`config.mk`:
```
export PLATFORM = sky130hd
export DESIGN_NAME = mem_access_unit
export DESIGN_NICKNAME = d
export VERILOG_FILES = /design/src/rtl/mem_pkg.sv /design/src/rtl/mem_lane_gen.sv /design/src/rtl/mem_access_unit.sv
export SDC_FILE = /design/constraint.sdc
export NUM_CORES = 1
export LEC_CHECK = 0
export CAP_MARGIN = 20
export CELL_PAD_IN_SITES_DETAIL_PLACEMENT = 1
export CELL_PAD_IN_SITES_GLOBAL_PLACEMENT = 2
export CORE_UTILIZATION = 25
export CTS_CLUSTER_SIZE = 40
export DETAILED_ROUTE_END_ITERATION = 10
export GPL_TIMING_DRIVEN = 0
export PLACE_DENSITY_LB_ADDON = 0.1
export SLEW_MARGIN = 20
export SYNTH_ARGS = -nofsm -noshare
export SYNTH_HDL_FRONTEND = slang
export SYNTH_HIERARCHICAL = 1
export SYNTH_SLANG_ARGS = --single-unit
```
`constraint.sdc`:
```
create_clock -name clk -period 2.9 [get_ports clk]
set_clock_uncertainty 0.1 [all_clocks]
set_input_delay 0.725 -clock clk [delete_from_list [all_inputs] [get_ports clk]]
set_output_delay 0.725 -clock clk [all_outputs]
set_load 0.01 [all_outputs]
```
`src/rtl/mem_pkg.sv`:
```
// Shared encodings for the load/store sequencer and the downstream load-data extender.
package mem_pkg;

    localparam logic [1:0] BYTE = 2'b00;
    localparam logic [1:0] HALF = 2'b01;
    localparam logic [1:0] WORD = 2'b10;

    typedef enum logic [1:0] {IDLE, REQ, DONE, FLT} state_e;

    localparam logic CAUSE_MISALIGN = 1'b0;
    localparam logic CAUSE_TIMEOUT  = 1'b1;

endpackage

```
`src/rtl/mem_lane_gen.sv`:
```
// Byte-lane enable, store-data replication and alignment check for one access.
import mem_pkg::*;

module mem_lane_gen (
    input  logic [1:0]  size,
    input  logic [1:0]  addr_lo,
    input  logic [31:0] wdata,
    output logic [3:0]  be,
    output logic [31:0] wdata_rep,
    output logic        misaligned
);

    always_comb begin
        be         = 4'b1111;
        wdata_rep  = wdata;
        misaligned = 1'b0;
        case (size)
            BYTE: begin
                be        = 4'b0001 << addr_lo;
                wdata_rep = {4{wdata[7:0]}};
            end
            HALF: begin
                be         = addr_lo[1] ? 4'b1100 : 4'b0011;
                wdata_rep  = {2{wdata[15:0]}};
                misaligned = addr_lo[0];
            end
            // 2'b11 falls through here and behaves as a word access
            default: begin
                be         = 4'b1111;
                wdata_rep  = wdata;
                misaligned = |addr_lo;
            end
        endcase
    end

endmodule

```
`src/rtl/mem_access_unit.sv`:
```
// Load/store bus sequencer: accepts one access, runs a req/ack handshake with timeout,
// and hands the raw read word plus its byte enables to the load-data extender.
import mem_pkg::*;

module mem_access_unit #(
    parameter int TIMEOUT = 16,
    parameter int CNT_W   = 8
) (
    input  logic        clk,
    input  logic        reset,
    input  logic        start,
    output logic        ready,
    input  logic        we,
    input  logic [1:0]  size,
    input  logic [31:0] addr,
    input  logic [31:0] wdata,
    output logic        mem_req,
    output logic        mem_we,
    output logic [31:0] mem_addr,
    output logic [3:0]  mem_be,
    output logic [31:0] mem_wdata,
    input  logic        mem_ack,
    input  logic [31:0] mem_rdata,
    output logic        done,
    output logic [31:0] ld_data,
    output logic [3:0]  ld_be,
    output logic        fault,
    output logic        fault_cause
);

    logic [3:0]  lane_be;
    logic [31:0] lane_wdata;
    logic        lane_misaligned;

    mem_lane_gen u_lane_gen (
        .size       (size),
        .addr_lo    (addr[1:0]),
        .wdata      (wdata),
        .be         (lane_be),
        .wdata_rep  (lane_wdata),
        .misaligned (lane_misaligned)
    );

    state_e      state_q, state_d;
    logic [CNT_W-1:0] cnt_q, cnt_d;
    logic        ready_q, ready_d;
    logic        mem_req_q, mem_req_d;
    logic        mem_we_q, mem_we_d;
    logic [31:0] mem_addr_q, mem_addr_d;
    logic [3:0]  mem_be_q, mem_be_d;
    logic [31:0] mem_wdata_q, mem_wdata_d;
    logic        done_q, done_d;
    logic [31:0] ld_data_q, ld_data_d;
    logic [3:0]  ld_be_q, ld_be_d;
    logic        fault_q, fault_d;
    logic        fault_cause_q, fault_cause_d;

    always_comb begin
        state_d       = state_q;
        cnt_d         = cnt_q;
        mem_req_d     = mem_req_q;
        mem_we_d      = mem_we_q;
        mem_addr_d    = mem_addr_q;
        mem_be_d      = mem_be_q;
        mem_wdata_d   = mem_wdata_q;
        done_d        = 1'b0;
        ld_data_d     = ld_data_q;
        ld_be_d       = ld_be_q;
        fault_d       = 1'b0;
        fault_cause_d = fault_cause_q;
        case (state_q)
            IDLE: begin
                if (start) begin
                    if (lane_misaligned) begin
                        state_d       = FLT;
                        fault_d       = 1'b1;
                        fault_cause_d = CAUSE_MISALIGN;
                    end else begin
                        state_d     = REQ;
                        cnt_d       = '0;
                        mem_req_d   = 1'b1;
                        mem_we_d    = we;
                        mem_addr_d  = {addr[31:2], 2'b00};
                        mem_be_d    = lane_be;
                        mem_wdata_d = we ? lane_wdata : 32'h0;
                    end
                end
            end
            REQ: begin
                // An ack on the final allowed cycle still completes normally
                if (mem_ack) begin
                    state_d   = DONE;
                    mem_req_d = 1'b0;
                    done_d    = 1'b1;
                    if (!mem_we_q) begin
                        ld_data_d = mem_rdata;
                        ld_be_d   = mem_be_q;
                    end
                end else if (cnt_q == CNT_W'(TIMEOUT - 1)) begin
                    state_d       = FLT;
                    mem_req_d     = 1'b0;
                    fault_d       = 1'b1;
                    fault_cause_d = CAUSE_TIMEOUT;
                end else begin
                    cnt_d = cnt_q + CNT_W'(1);
                end
            end
            DONE:    state_d = IDLE;
            FLT:     state_d = IDLE;
            default: state_d = IDLE;
        endcase
        ready_d = (state_d == IDLE);
    end

    always_ff @(posedge clk) begin
        if (reset) begin
            state_q       <= IDLE;
            cnt_q         <= '0;
            ready_q       <= 1'b1;
            mem_req_q     <= 1'b0;
            mem_we_q      <= 1'b0;
            mem_addr_q    <= 32'h0;
            mem_be_q      <= 4'h0;
            mem_wdata_q   <= 32'h0;
            done_q        <= 1'b0;
            ld_data_q     <= 32'h0;
            ld_be_q       <= 4'h0;
            fault_q       <= 1'b0;
            fault_cause_q <= 1'b0;
        end else begin
            state_q       <= state_d;
            cnt_q         <= cnt_d;
            ready_q       <= ready_d;
            mem_req_q     <= mem_req_d;
            mem_we_q      <= mem_we_d;
            mem_addr_q    <= mem_addr_d;
            mem_be_q      <= mem_be_d;
            mem_wdata_q   <= mem_wdata_d;
            done_q        <= done_d;
            ld_data_q     <= ld_data_d;
            ld_be_q       <= ld_be_d;
            fault_q       <= fault_d;
            fault_cause_q <= fault_cause_d;
        end
    end

    assign ready       = ready_q;
    assign mem_req     = mem_req_q;
    assign mem_we      = mem_we_q;
    assign mem_addr    = mem_addr_q;
    assign mem_be      = mem_be_q;
    assign mem_wdata   = mem_wdata_q;
    assign done        = done_q;
    assign ld_data     = ld_data_q;
    assign ld_be       = ld_be_q;
    assign fault       = fault_q;
    assign fault_cause = fault_cause_q;

endmodule
```
==> out/metrics.yaml <==
status: "finished, final reports clean"
die_width_um: 142
dp.cells: 1066
ioPinCount: 213
multiInputGateArea_um2: 2170
ys_seq_area_share_pct: 48.4
yosysWarnings: 6
clock_latency_ns: 0.41
min_period_ns: 2.73
cts_tree: "done"
grt.overflow.total: 0
p_per_area_nw_per_um2: 575
avgRoutedWirePerCell_um: 15.8
core_area_um2: 18900
p_sw_uw: 1130
vdd_drop_max_v: 0.000403
fin_ws_ns: 0.165
finish.utilization_pct: 41.8
path_class: "input port to flip-flop"
setup_viol: 0
io_buffers: 208
drv_slew: 0
synth_enable_flop_cells: 0
path_cells: "clkdlybuf4s50_1, buf_4, a21oi_1, nor2_1, nor4b_4, buf_4, nand3_1, a21oi_1"
p_leak_uw: 0.00280
rr_worst_depth: 5
worst_pin_slew_ns: 0.831
synth_cells: 597
vias: 4860
clock_sinks: 118
grt_usage_pct: 17.6
p_clk_share_pct: 47.4
htreeDepth: 4
p_sw_share_pct: 24.9
cts_inserted_buffers: 17
seq_power_share_pct: 38.0
wirelength_um: 17400
place_congestion: 0.789
r2r_setup_slack_ns: 0.99
async_reset_ff_share_pct: 0
nFillCells: 2224
grt_pass1_wl_um: 27100
critPathArrivalTime_ns: 2.98
endpoint_kind: "flip-flop"
min_to: "mem_wdata[31]"
timing.fmax_mhz: 366
reg2reg_from: "state_q[0]"
cts_max_path_buffers: 2
post_dp_cell_area_um2: 7290
min_from: "mem_wdata[31]"
firstDrtPassIters: 4
ys_seq_elements: 118
cts_root_buf: "clkbuf_16"
p_total_uw: 4550
slew_headroom_pct: 44.4
ant_nets: 0
grt_pass1_vias: 5233
drive_gt1_share_pct: 11.8
holdPathStages: 2
critPathMaxStageDelay_ns: 0.72
fin_crit_sh_pct: 94.3
final-hold-violation-count: 0
grt_max_degree: 17
reg2reg_to: "mem_wdata[28]"
cp_slowest_cell: "nor4b_4"
p_int_uw: 3410
final_area_um2: 7900
syn-cell-area_um2: 4880
power_frac_comb_pct: 14.6
cp.required_ns: 3.14
regArea_um2: 2360
viasPerCell: 4.42
avgSynthCellArea_um2: 8.17
hpwl_um: 13300
hold_class: "flip-flop to flip-flop"
critPathBufInv: 3
grt_antenna_before_repair: 0
die_h_um: 142
yosys.cell_types.count: 45
diodes: 0
die_area_um2: 20100
path_max_fanout: 10
maxCapViolations: 0
rsz0062_at_grt: "false"
ys.flop_type: "dfxtp_1"
path_depth: 8
drtIter0Drc: 145
place_worst_setup_slack_ns: -0.717
path_clk_slew_ns: 0.06
start_kind: "input port"
critPathTopFamily: "buffers and inverters"
final_nets: 930
route.detailed.drc: 0
initial_core_util_pct: 25.8
num_rows: 50
syn2layout_area_growth_pct: 62.0
final_cells: 1099
[Yosys cell counts, drive strengths merged, types with 4 or more instances]
cell type,n,area (um^2)
buf,34,262
a21oi,111,556
mux2,16,180
o21ai,14,96.3
o21bai,4,30.0
nor2,12,55.1
clkbuf,21,78.8
mux2i,8,80.1
dfxtp,118,2360
nand2,186,698
nand3,39,195
[how the worst max path moves through the flow]
| stage | end | slack (ns) | from |
|---|---|---|---|
| 2_1_floorplan | cnt_q[0] | 0.72 | size[1] |
| 3_3_place_gp | mem_be[2] | -0.59 | size[0] |
| 3_5_place_dp | mem_addr[28] | -0.72 | size[0] |
| 4_1_cts | mem_wdata[28] | 0.14 | size[1] |
| 5_1_grt | mem_wdata[30] | 0.03 | size[1] |
| 6_report | mem_wdata[28] | 0.17 | size[1] |
[power by group through the flow]
stage | Combinational (uW) | Clock (uW) | Sequential (uW)
2_1_floorplan | 266 | 0 | 1790
3_3_place_gp | 656 | 0 | 1760
3_5_place_dp | 668 | 0 | 1770
4_1_cts | 674 | 2220 | 1730
5_1_grt | 722 | 2280 | 1740
6_report | 662 | 2160 | 1730
[metrics by stage]
stage | hold slack (ns) | TNS (ns)
final | 0.351 | 0
after global routing | 0.369 | 0
after CTS | 0.355 | 0
after detailed placement | 0.347 | -44.17
after global placement | 0.341 | -35.72
after floorplan | 0.365 | 0
[logic make-up after synthesis]
group	synth area share, %
and+or+nand+nor	22.9
AOI/OAI and AO/OA	15.6
DFF	48.4
buffers and inverters	7.21
muxes	5.34
adders and majority gates	0.257
other	0.0769
xor gates and xnor gates	0.180
[tightest hold or removal path, delay by kind of cell (launching register included)]
family           cells  cell delay (ns)
AND/OR/NAND/NOR      1             0.05
flip-flops           1             0.30
AO/OA/AOI/OAI        1             0.05
[final cells by class]
class                   instances  share of cell area [%]
flip-flops and latches        118                    29.9
plain buffers                  54                    4.29
clock buffers                  20                    5.65
repair buffers                210                    26.5
clock inverters                12                    1.95
inverters                       3                   0.142
well taps                     260                    4.12
multi-input cells             422                    27.4
[layer usage]
| layer | GRT usage (%) | part of all wire [%] |
|---|---|---|
| met1 | 20.9 | 45 |
| met2 | 30.3 | 48 |
| met3 | 5.74 | 5.9 |
| met4 | 4.98 | 0.93 |
| met5 | 0 | 0 |
[repair_timing]
item                       4_1_cts  5_1_grt
resized for setup                1        2
hold buffers                     0        0
cloned                           0        0
hold endpoints to repair         0        0
setup endpoints to repair       70        1
buffers inserted                 2        0
[registers in the layout, indices dropped and copies added (netlist names)]
register / cells
ready: 1
mem_be: 4
state_q: 2
fault_cause: 1
done: 1
ld_data: 32
mem_we: 1
mem_req: 1
fault: 1
cnt_q: 8
ld_be: 4
mem_wdata: 32
mem_addr: 30
[cells in the final DEF (no fill, tap or decap), types with 3 or more instances in the layout]
| master | instances |
|---|---|
| clkinv_4 | 3 |
| o21ai_2 | 7 |
| clkinv_2 | 3 |
| buf_4 | 16 |
| o21bai_1 | 4 |
| o21ai_0 | 4 |
| o21ai_1 | 3 |
| mux2i_1 | 8 |
| nand3_1 | 39 |
| clkdlybuf4s50_1 | 208 |
| nand3b_1 | 3 |
| buf_6 | 9 |
| mux2_2 | 16 |
| clkinvlp_4 | 3 |
| clkbuf_1 | 20 |
| inv_1 | 3 |
| nand2_1 | 186 |
| dfxtp_1 | 118 |
| a21oi_1 | 111 |
| nor2_1 | 10 |
| buf_2 | 11 |
| clkbuf_16 | 17 |
| bufinv_16 | 3 |
Note: power is estimated with default switching activity, not from simulation.
